--- config.mk ---
export PLATFORM = sky130hd
export DESIGN_NAME = mmc_cmd_engine_flat
export DESIGN_NICKNAME = d
export VERILOG_FILES = /design/src/rtl/mmc_cmd_engine_if.sv /design/src/rtl/mmc_cmd_engine.sv /design/src/flat_wrapper.sv
export SDC_FILE = /design/constraint.sdc
export NUM_CORES = 1
export LEC_CHECK = 0
export ABC_AREA = 1
export CORE_MARGIN = 5
export CORE_UTILIZATION = 41
export CTS_CLUSTER_DIAMETER = 120
export DETAILED_ROUTE_END_ITERATION = 16
export PLACE_DENSITY_LB_ADDON = 0.05
export SKIP_CTS_REPAIR_TIMING = 1
export SLEW_MARGIN = 25
export SYNTH_ARGS = -nofsm -noshare
export SYNTH_HDL_FRONTEND = slang
export SYNTH_SLANG_ARGS = --single-unit
--- constraint.sdc ---
create_clock -name clk -period 3.8 [get_ports clk]
set_input_delay 0.38 -clock clk [delete_from_list [all_inputs] [get_ports clk]]
set_output_delay 0.38 -clock clk [all_outputs]
set_load 0.005 [all_outputs]
--- src/rtl/mmc_cmd_engine_if.sv ---
`default_nettype none
// ============================================================================
// Module   : mmc_cmd_engine_if
// Brief    : Controller handshake and CMD pad bundle for mmc_cmd_engine.
// Revision : 1.0 - initial release
// ============================================================================
interface mmc_cmd_engine_if;
    logic        cmd_start;
    logic [5:0]  cmd_index;
    logic [31:0] cmd_arg;
    logic        resp_en;
    logic        resp_crc_chk;
    logic        busy;
    logic        done;
    logic [5:0]  resp_index;
    logic [31:0] resp_arg;
    logic        timeout;
    logic        crc_err;
    logic        mmc_clk;
    logic        cmd_out;
    logic        cmd_oe;
    logic        cmd_in;

    // Master is the controller plus the pad input buffer; slave is the engine.
    modport master (
        output cmd_start, cmd_index, cmd_arg, resp_en, resp_crc_chk, cmd_in,
        input  busy, done, resp_index, resp_arg, timeout, crc_err,
        input  mmc_clk, cmd_out, cmd_oe
    );

    modport slave (
        input  cmd_start, cmd_index, cmd_arg, resp_en, resp_crc_chk, cmd_in,
        output busy, done, resp_index, resp_arg, timeout, crc_err,
        output mmc_clk, cmd_out, cmd_oe
    );
endinterface
`default_nettype wire

--- src/rtl/mmc_cmd_engine.sv ---
`default_nettype none
// ============================================================================
// Module   : mmc_cmd_engine
// Brief    : MMC/SD host CMD-line engine: card clock, CRC7 command framing,
//            response capture and check.
// Revision : 1.0 - initial release
// ============================================================================
module mmc_cmd_engine #(
    parameter int CLK_DIV      = 2,
    parameter int RESP_TIMEOUT = 64
) (
    input  wire logic       clk,
    input  wire logic       rst,
    mmc_cmd_engine_if.slave bus
);

    localparam int                DIV_W      = (CLK_DIV > 1) ? $clog2(CLK_DIV) : 1;
    localparam logic [DIV_W-1:0]  C_DIV_LAST = DIV_W'(CLK_DIV - 1);
    localparam int                TO_W       = $clog2(RESP_TIMEOUT + 1);
    localparam int                CNT_W      = (TO_W > 6) ? TO_W : 6;
    localparam logic [CNT_W-1:0]  C_CNT_ONE  = CNT_W'(1);
    localparam logic [CNT_W-1:0]  C_TX_LAST  = CNT_W'(48);
    localparam logic [CNT_W-1:0]  C_RX_LAST  = CNT_W'(46);
    localparam logic [CNT_W-1:0]  C_GAP_LAST = CNT_W'(7);
    localparam logic [CNT_W-1:0]  C_TO_LAST  = CNT_W'(RESP_TIMEOUT - 1);

    typedef enum logic [2:0] {
        ST_IDLE = 3'd0,
        ST_TX   = 3'd1,
        ST_WAIT = 3'd2,
        ST_RX   = 3'd3,
        ST_GAP  = 3'd4
    } state_t;

    function automatic logic [6:0] crc7_40(input logic [39:0] data);
        logic [6:0] crc;
        logic       fb;
        crc = '0;
        for (int i = 39; i >= 0; i--) begin
            fb  = data[i] ^ crc[6];
            crc = {crc[5:3], crc[2] ^ fb, crc[1:0], fb};
        end
        return crc;
    endfunction

    logic [DIV_W-1:0] div_cnt_q;
    logic             mmc_clk_q;
    logic             w_tick;
    logic             w_rise;
    logic             w_fall;

    state_t           state_q;
    logic [CNT_W-1:0] cnt_q;
    logic [47:0]      tx_sr_q;
    logic [45:0]      rx_sr_q;
    logic             resp_en_q;
    logic             crc_chk_q;
    logic             busy_q;
    logic             done_q;
    logic             timeout_q;
    logic             crc_err_q;
    logic [5:0]       resp_index_q;
    logic [31:0]      resp_arg_q;
    logic             cmd_out_q;
    logic             cmd_oe_q;

    logic [39:0]      w_tx_payload;
    logic [47:0]      w_rx_word;
    logic             w_rx_bad;

    // Free-running card clock; it keeps toggling in IDLE so the card sees Ncc.
    always_ff @(posedge clk) begin
        if (rst) begin
            div_cnt_q <= '0;
            mmc_clk_q <= 1'b0;
        end else if (div_cnt_q == C_DIV_LAST) begin
            div_cnt_q <= '0;
            mmc_clk_q <= ~mmc_clk_q;
        end else begin
            div_cnt_q <= div_cnt_q + DIV_W'(1);
        end
    end

    assign w_tick = (div_cnt_q == C_DIV_LAST);
    assign w_rise = w_tick & ~mmc_clk_q;
    assign w_fall = w_tick &  mmc_clk_q;

    assign w_tx_payload = {2'b01, bus.cmd_index, bus.cmd_arg};

    // Start bit is implicit; the final bit comes straight from the pin on the last rise tick.
    assign w_rx_word = {1'b0, rx_sr_q, bus.cmd_in};
    assign w_rx_bad  = w_rx_word[46] | ~w_rx_word[0]
                     | (crc_chk_q & (crc7_40(w_rx_word[47:8]) != w_rx_word[7:1]));

    always_ff @(posedge clk) begin
        if (rst) begin
            state_q      <= ST_IDLE;
            cnt_q        <= '0;
            tx_sr_q      <= '1;
            rx_sr_q      <= '0;
            resp_en_q    <= 1'b0;
            crc_chk_q    <= 1'b0;
            busy_q       <= 1'b0;
            done_q       <= 1'b0;
            timeout_q    <= 1'b0;
            crc_err_q    <= 1'b0;
            resp_index_q <= '0;
            resp_arg_q   <= '0;
            cmd_out_q    <= 1'b1;
            cmd_oe_q     <= 1'b0;
        end else begin
            done_q <= 1'b0;
            case (state_q)
                ST_IDLE: begin
                    if (bus.cmd_start) begin
                        tx_sr_q      <= {w_tx_payload, crc7_40(w_tx_payload), 1'b1};
                        resp_en_q    <= bus.resp_en;
                        crc_chk_q    <= bus.resp_crc_chk;
                        cnt_q        <= '0;
                        busy_q       <= 1'b1;
                        timeout_q    <= 1'b0;
                        crc_err_q    <= 1'b0;
                        resp_index_q <= '0;
                        resp_arg_q   <= '0;
                        state_q      <= ST_TX;
                    end
                end

                ST_TX: begin
                    if (w_fall) begin
                        if (cnt_q == C_TX_LAST) begin
                            cmd_oe_q  <= 1'b0;
                            cmd_out_q <= 1'b1;
                            cnt_q     <= '0;
                            state_q   <= resp_en_q ? ST_WAIT : ST_GAP;
                        end else begin
                            cmd_oe_q  <= 1'b1;
                            cmd_out_q <= tx_sr_q[47];
                            tx_sr_q   <= {tx_sr_q[46:0], 1'b1};
                            cnt_q     <= cnt_q + C_CNT_ONE;
                        end
                    end
                end

                ST_WAIT: begin
                    // cnt_q==0 is the first rise after release, still inside Ncr.
                    if (w_rise) begin
                        if ((cnt_q != '0) && !bus.cmd_in) begin
                            cnt_q   <= '0;
                            state_q <= ST_RX;
                        end else if (cnt_q == C_TO_LAST) begin
                            timeout_q <= 1'b1;
                            cnt_q     <= '0;
                            state_q   <= ST_GAP;
                        end else begin
                            cnt_q <= cnt_q + C_CNT_ONE;
                        end
                    end
                end

                ST_RX: begin
                    if (w_rise) begin
                        rx_sr_q <= {rx_sr_q[44:0], bus.cmd_in};
                        if (cnt_q == C_RX_LAST) begin
                            resp_index_q <= w_rx_word[45:40];
                            resp_arg_q   <= w_rx_word[39:8];
                            crc_err_q    <= w_rx_bad;
                            cnt_q        <= '0;
                            state_q      <= ST_GAP;
                        end else begin
                            cnt_q <= cnt_q + C_CNT_ONE;
                        end
                    end
                end

                ST_GAP: begin
                    if (w_rise) begin
                        if (cnt_q == C_GAP_LAST) begin
                            done_q  <= 1'b1;
                            busy_q  <= 1'b0;
                            cnt_q   <= '0;
                            state_q <= ST_IDLE;
                        end else begin
                            cnt_q <= cnt_q + C_CNT_ONE;
                        end
                    end
                end

                default: begin
                    state_q <= ST_IDLE;
                end
            endcase
        end
    end

    assign bus.mmc_clk    = mmc_clk_q;
    assign bus.cmd_out    = cmd_out_q;
    assign bus.cmd_oe     = cmd_oe_q;
    assign bus.busy       = busy_q;
    assign bus.done       = done_q;
    assign bus.timeout    = timeout_q;
    assign bus.crc_err    = crc_err_q;
    assign bus.resp_index = resp_index_q;
    assign bus.resp_arg   = resp_arg_q;

endmodule
`default_nettype wire

--- src/flat_wrapper.sv ---
// flat-port wrapper written by rule: the top's interface ports become plain ports
module mmc_cmd_engine_flat 
#(
    parameter int CLK_DIV      = 2,
    parameter int RESP_TIMEOUT = 64
)
  (clk, rst, bus_cmd_start, bus_cmd_index, bus_cmd_arg, bus_resp_en, bus_resp_crc_chk, bus_cmd_in, bus_busy, bus_done, bus_resp_index, bus_resp_arg, bus_timeout, bus_crc_err, bus_mmc_clk, bus_cmd_out, bus_cmd_oe);
  mmc_cmd_engine_if bus_i ();
  input  wire logic clk;
  input  wire logic rst;
  input wire logic [$bits(bus_i.cmd_start)-1:0] bus_cmd_start;
  input wire logic [$bits(bus_i.cmd_index)-1:0] bus_cmd_index;
  input wire logic [$bits(bus_i.cmd_arg)-1:0] bus_cmd_arg;
  input wire logic [$bits(bus_i.resp_en)-1:0] bus_resp_en;
  input wire logic [$bits(bus_i.resp_crc_chk)-1:0] bus_resp_crc_chk;
  input wire logic [$bits(bus_i.cmd_in)-1:0] bus_cmd_in;
  output wire logic [$bits(bus_i.busy)-1:0] bus_busy;
  output wire logic [$bits(bus_i.done)-1:0] bus_done;
  output wire logic [$bits(bus_i.resp_index)-1:0] bus_resp_index;
  output wire logic [$bits(bus_i.resp_arg)-1:0] bus_resp_arg;
  output wire logic [$bits(bus_i.timeout)-1:0] bus_timeout;
  output wire logic [$bits(bus_i.crc_err)-1:0] bus_crc_err;
  output wire logic [$bits(bus_i.mmc_clk)-1:0] bus_mmc_clk;
  output wire logic [$bits(bus_i.cmd_out)-1:0] bus_cmd_out;
  output wire logic [$bits(bus_i.cmd_oe)-1:0] bus_cmd_oe;
  assign bus_i.cmd_start = bus_cmd_start;
  assign bus_i.cmd_index = bus_cmd_index;
  assign bus_i.cmd_arg = bus_cmd_arg;
  assign bus_i.resp_en = bus_resp_en;
  assign bus_i.resp_crc_chk = bus_resp_crc_chk;
  assign bus_i.cmd_in = bus_cmd_in;
  assign bus_busy = bus_i.busy;
  assign bus_done = bus_i.done;
  assign bus_resp_index = bus_i.resp_index;
  assign bus_resp_arg = bus_i.resp_arg;
  assign bus_timeout = bus_i.timeout;
  assign bus_crc_err = bus_i.crc_err;
  assign bus_mmc_clk = bus_i.mmc_clk;
  assign bus_cmd_out = bus_i.cmd_out;
  assign bus_cmd_oe = bus_i.cmd_oe;
  mmc_cmd_engine #(.CLK_DIV(CLK_DIV), .RESP_TIMEOUT(RESP_TIMEOUT)) u_core (.clk(clk), .rst(rst), .bus(bus_i));
endmodule
# [After elaboration in Yosys (flattened, before gate mapping)]
# Index checks and enable logic that the tools add are counted.
[totals] ram_bits=0 mem_count=0 output_inout_bits=45 latch_bits=0 reg_bits=152 mem_bits_ro=0 input_bits=44 word_cells=260
[op_classes] addsub=2 bitwise_logic=151 shifts=0 muxes=50 div_mod_pow=0 mul=0 n_reduce_logical=20 eq_ne=21 order_cmp=0
[ops] cell="2-to-1 mux 48 bit" n=3
[ops] cell="XOR 1 bit" n=140
[ops] cell="2-to-1 mux 32 bit" n=3
[ops] cell="case mux 48 bit (2 select lines)" n=1
[ops] cell="2-to-1 mux 7 bit" n=10
[ops] cell="case mux 32 bit (2 select lines)" n=1
[ops] cell="case mux 7 bit (5 select lines)" n=1
[ops] cell="2-to-1 mux 3 bit" n=11
[ops] cell="== test 7 x 6 -> 1 bit (second input constant)" n=3
[ops] cell="2-to-1 mux 6 bit" n=3
[ops] cell="inequality test 2 x 1 -> 1 bit (second input constant)" n=8
[ops] cell="case mux 3 bit (5 select lines)" n=1
[ops] cell="2-to-1 mux 1 bit" n=12
[ops] cell="case mux 6 bit (2 select lines)" n=1
[ops] cell="AND reduction 4 bit" n=3
[ops] cell="AND reduction 9 bit" n=1
[ops] cell="nonzero test 2 bit" n=4
[ops] cell="adder 7 x 1 -> 7 bit (second input constant)" n=1
[ops] cell="== test 7 x 3 -> 1 bit (second input constant)" n=1
[ops] cell="inequality test 7 bit" n=1
[ops] cell="nonzero test 7 bit" n=1
[ops] cell="== test 3 x 2 -> 1 bit (second input constant)" n=2
[ops] cell="inequality test 2 bit (second input constant)" n=3
[ops] cell="inverter 1 bit" n=6
[ops] cell="other kinds (16)" n=23

# [Depth between registers and ports, before layout]
[depth] depth_word=24 ltp_mapped=30 mapped_depth_nobuf=30

# [Least setup slack after synthesis]
# No wires, ideal clock.
[synth_timing] path_kind="reg2reg" startpoint="reg u_core.rx_sr_q[43]" endpoint="reg u_core.crc_err_q, in the netlist u_core.bus.crc_err" path_slack_ns=1.282 setup_ns=0.132 t_arrival_ns=2.385 path_stages_with_launch=30 t_required_ns=3.668 path_buffers=0 cell_sequence="dfxtp_1 inv_2 nand2_1 nand2_1 nand2_1 nand2_1 nand2_1 inv_1 nor2_1 nand2_1 nand2_1 nand2_1 nand2_1 nand2_1 nand2_1 inv_1 nand2_1 nand2_1 nand2_1 nand2_1 nand2_1 nand2_1 nor2_1 nand2_1 nand2_1 nand2_1 o21bai_1 nand2_1 nand2_1 a21oi_1"
[synth_between] elab_chain_len=24 elab_cells_between_ends=63
[synth_rtl] item="from (decl)" line="mmc_cmd_engine.sv:55" rtl="logic [45:0] rx_sr_q;"
[synth_rtl] item="from (signal assigned)" line="mmc_cmd_engine.sv:163" rtl="rx_sr_q <= {rx_sr_q[44:0], bus.cmd_in};"
[synth_rtl] item="XOR 1 bit" line="mmc_cmd_engine.sv:40" rtl="fb = data[i] ^ crc[6];"
[synth_rtl] item="XOR 1 bit" line="mmc_cmd_engine.sv:41" rtl="crc = {crc[5:3], crc[2] ^ fb, crc[1:0], fb};"
[synth_rtl] item="XOR 1 bit" line="mmc_cmd_engine.sv:40"
[synth_rtl] item="XOR 1 bit" line="mmc_cmd_engine.sv:41"
[synth_rtl] item="XOR 1 bit" line="mmc_cmd_engine.sv:40"
[synth_rtl] item="XOR 1 bit" line="mmc_cmd_engine.sv:41"
[synth_rtl] item="XOR 1 bit" line="mmc_cmd_engine.sv:40"
[synth_rtl] item="XOR 1 bit" line="mmc_cmd_engine.sv:41"
[synth_rtl] item="(+8 left out)"
[synth_rtl] item="XOR 1 bit" line="mmc_cmd_engine.sv:40"
[synth_rtl] item="XOR 1 bit" line="mmc_cmd_engine.sv:41"
[synth_rtl] item="inequality test 7 bit (*)" line="mmc_cmd_engine.sv:93" rtl="| (crc_chk_q & (crc7_40(w_rx_word[47:8]) != w_rx_word[7:1]));"
[synth_rtl] item="bitwise AND 1 bit (*)" line="mmc_cmd_engine.sv:93"
[synth_rtl] item="bitwise OR 1 bit (*)" line="mmc_cmd_engine.sv:93"
[synth_rtl] item="2-to-1 mux 1 bit (*)" line="mmc_cmd_engine.sv:164" rtl="if (cnt_q == C_RX_LAST) begin"
[synth_rtl] item="2-to-1 mux 1 bit (*)" line="mmc_cmd_engine.sv:162" rtl="if (w_rise) begin"
[synth_rtl] item="case mux 1 bit (2 select lines) (*)" line="mmc_cmd_engine.sv:113" rtl="case (state_q)"
[synth_rtl] item="to (signal assigned)" line="mmc_cmd_engine.sv:167" rtl="crc_err_q <= w_rx_bad;"
[synth_rtl] item="to (decl)" line="mmc_cmd_engine.sv:61" rtl="logic crc_err_q;"
# Every way passes the cells marked *; elsewhere a longest branch is shown, timed or not. The select of a mux whose other input is x is not followed.
# A chain may end at the register's enable or synchronous reset.

# [Final worst setup path]
# Same ends and word-level chain as after synthesis.

==> key figures <==
Outcome
  • Status: finished clean

Worst setup path
  • Largest stage delay, worst path: 0.46 ns
  • Cell mode on critical path: nand2_1
  • Crit path max fanout: 7
  • R2r startpoint: u_core.rx_sr_q[43]
  • Worst setup startpoint: u_core.rx_sr_q[43]
  • RR Endpoint: u_core.bus.crc_err
  • Critical Path Slowest Stage Cell: dfxtp_1
  • Crit path to: u_core.bus.crc_err
  • CP Launch Type: flop
  • Kind of critical path: reg -> reg
  • WP data required: 4.09 ns
  • WP data arrival: 3.52 ns
  • Crit end category: flop
  • R2R setup slack: 0.57 ns
  • Reg2Reg Depth: 29

Synthesis
  • Warnings, synthesis: 0
  • Synthesized flop and latch total: 151
  • Register area share after synthesis: 36.0%
  • Syn_area_per_cell: 6.27 sq um
  • Library cells used by synthesis: 36
  • Mapped Nets: 1388
  • Mapped Cells: 1341
  • Synthesized area: 8400 sq um

Global route
  • Gr usage total: 19.1%
  • Initial antenna violation count: 0
  • First-pass GRT wire length: 37500 microns
  • Vias in the first global route: 7632
  • Largest net degree at the start of global routing: 93
  • Global route overflow: 0

CTS
  • CTS tree: yes
  • Number of CTS-inserted buffers: 17
  • Clk_lat worst skew: 0.44 ns
  • CTS Buffer Depth: 2
  • Root Driver: clkbuf_16
  • CTS H-tree lvls: 4
  • CTS sink count: 151
  • CTS clk-pin slew, worst paths: 0.07 ns

Floorplan
  • Die X-Extent: 153 microns
  • Die ar.: 23500 sq um
  • Area of the core: 20200 sq um
  • Initial Util: 41.5%
  • Core Rows: 52
  • Top Ports: 89
  • Die height: 153 microns

Timing
  • Fin crit share: 85.1%
  • Hold Fails Final Rpt: 0
  • Clock skew: 0.0138 ns
  • Max-slew headroom: 39.1%
  • Setup_tns: 0 ns
  • Setup violations, final: 0
  • Setup WS post-layout: 0.566 ns
  • Fmax: 0.309 GHz
  • Clock period minus worst slack: 3.23 ns
  • Final max-slew violation count: 0
  • RSZ-0062 raised after global routing: false
  • Worst slew pin tran: 0.911 ns

Placed design
  • Placed cell count: 1654
  • Routability-driven placement congestion ratio: 0.871
  • Post-Place Setup Slack: 0.352 ns
  • PortBufs: 88
  • Final HPWL DP: 16200 microns

Min path
  • Hold WC Path Type: reg -> reg
  • Min-Delay Path Depth: 2

Final layout
  • Non-filler cells, final: 1686
  • Most frequent cells in the layout: nand2_1 (506), inv_1 (151), dfxtp_1 (151), nand3_1 (128), a21oi_1 (102)
  • P&R area growth vs syn: 20.1%
  • Layout Nets: 1450
  • Layout cells sized above 1: 5.08%
  • Most common cell after layout, fill and taps aside: nand2_1
  • Layout Utilization: 49.9%
  • Diode count: 0

Routing
  • Initial drt markers: 519
  • Routed len/inst: 13.3 microns
  • DRT Pass-1 Iters: 5
  • Drt via density: 4.85
  • DRC Markers: 0
  • WL final: 22400 microns
  • Vias post-DR: 8184
  • Antenna viol nets, final: 0

Power and ir drop
  • Pwr/cell area: 733 nW/um^2
  • Lkg Pwr: 4.65 nW
  • Maximum vdd drop: 352 uV

Job
  • Max-Cap Viols: 0
## state kept, by name, indices dropped and copies added (netlist names)
signal / flops
u_core.bus.crc_err: 1
u_core.bus.cmd_out: 1
u_core.resp_en_q: 1
u_core.bus.resp_index: 6
u_core.bus.done: 1
u_core.tx_sr_q: 47
u_core.bus.busy: 1
u_core.bus.mmc_clk: 1
u_core.cnt_q: 7
u_core.bus.cmd_oe: 1
u_core.bus.resp_arg: 32
u_core.bus.timeout: 1
u_core.rx_sr_q: 46
u_core.div_cnt_q: 1
u_core.crc_chk_q: 1
u_core.state_q: 3
## worst max-delay path, delay by kind of cell, from the launching register on
| kind | cells | cell delay, ns |
|---|---|---|
| AO/OA/AOI/OAI | 2 | 0.19 |
| buffers and inverters | 3 | 0.19 |
| flip-flops | 1 | 0.46 |
| AND/OR/NAND/NOR | 24 | 2.22 |
## layout make-up
| type | count | area, sq um |
|---|---|---|
| clock inverters | 14 | 163 |
| multi-input cells | 982 | 4600 |
| clock buffers | 18 | 439 |
| fillers | 2116 | 10100 |
| flip-flops and latches | 151 | 3020 |
| well taps | 270 | 338 |
| inverters | 155 | 582 |
| repair buffers | 96 | 948 |
## where the power goes
part           internal (W)  switching (W)
sequential          0.00181       0.000129
clock               0.00100       0.000741
combinational       0.00127        0.00244
## kinds of logic after synthesis
family / synth area share (%)
simple gates: 35.4
compound gates: 14.5
fa+ha+maj: 0.447
buf+inv: 9.52
xor+xnor: 4.14
flops: 36.0
## cell usage after synthesis, drive strengths merged
cell	instances	area, sq um
nand2	513	1940
o211a	1	10.0
a221oi	1	8.76
nand3b	1	7.51
nand3	130	661
or2	13	81.3
nand4	6	37.5
ha	3	37.5
nor3	4	20.0
a2111oi	1	8.76
dfxtp	151	3020
inv	155	582
o221a	1	11.3
clkbuf	48	188
a22oi	2	15.0
a211oi	4	30.0
o21bai	1	7.51
o211ai	38	285
o2111ai	1	8.76
xor2	25	234
nor4	3	18.8
a31o	1	8.76
o21ai	59	295
buf	5	30.0
nor2	56	210
a21oi	103	515
xnor2	13	114
o22ai	2	12.5
## worst min path at each step
stage	start	endpoint	slack (ns)
after CTS	u_core.div_cnt_q	u_core.div_cnt_q	0.46
final	u_core.tx_sr_q[46]	u_core.tx_sr_q[46]	0.46
after detailed placement	u_core.tx_sr_q[46]	u_core.tx_sr_q[46]	0.45
after floorplan	u_core.crc_chk_q	u_core.crc_chk_q	0.42
after global routing	u_core.bus.resp_arg[31]	u_core.bus.resp_arg[31]	0.48
after global placement	u_core.div_cnt_q	u_core.div_cnt_q	0.44
## metrics by stage
| step | hold WS, ns | cell area (sq um) | power [W] |
|---|---|---|---|
| floorplan | 0.424 | 8400 | 0.00492 |
| global placement | 0.441 | 9490 | 0.00564 |
| detailed placement | 0.447 | 9490 | 0.00567 |
| CTS | 0.461 | 10100 | 0.00745 |
| global route | 0.475 | 10100 | 0.00814 |
| finish | 0.458 | 10100 | 0.00740 |
## per-layer routing
metal  vias to the layer above  GRT usage, %  routed length [microns]
li1                       4417             -                        -
met1                      3619          27.3                    11700
met2                       120          29.5                     9660
met3                        28          3.65                      707
met4                         0          5.52                      310
met5                         -             0                        0
No activity file was read; power rests on OpenSTA's default activity.
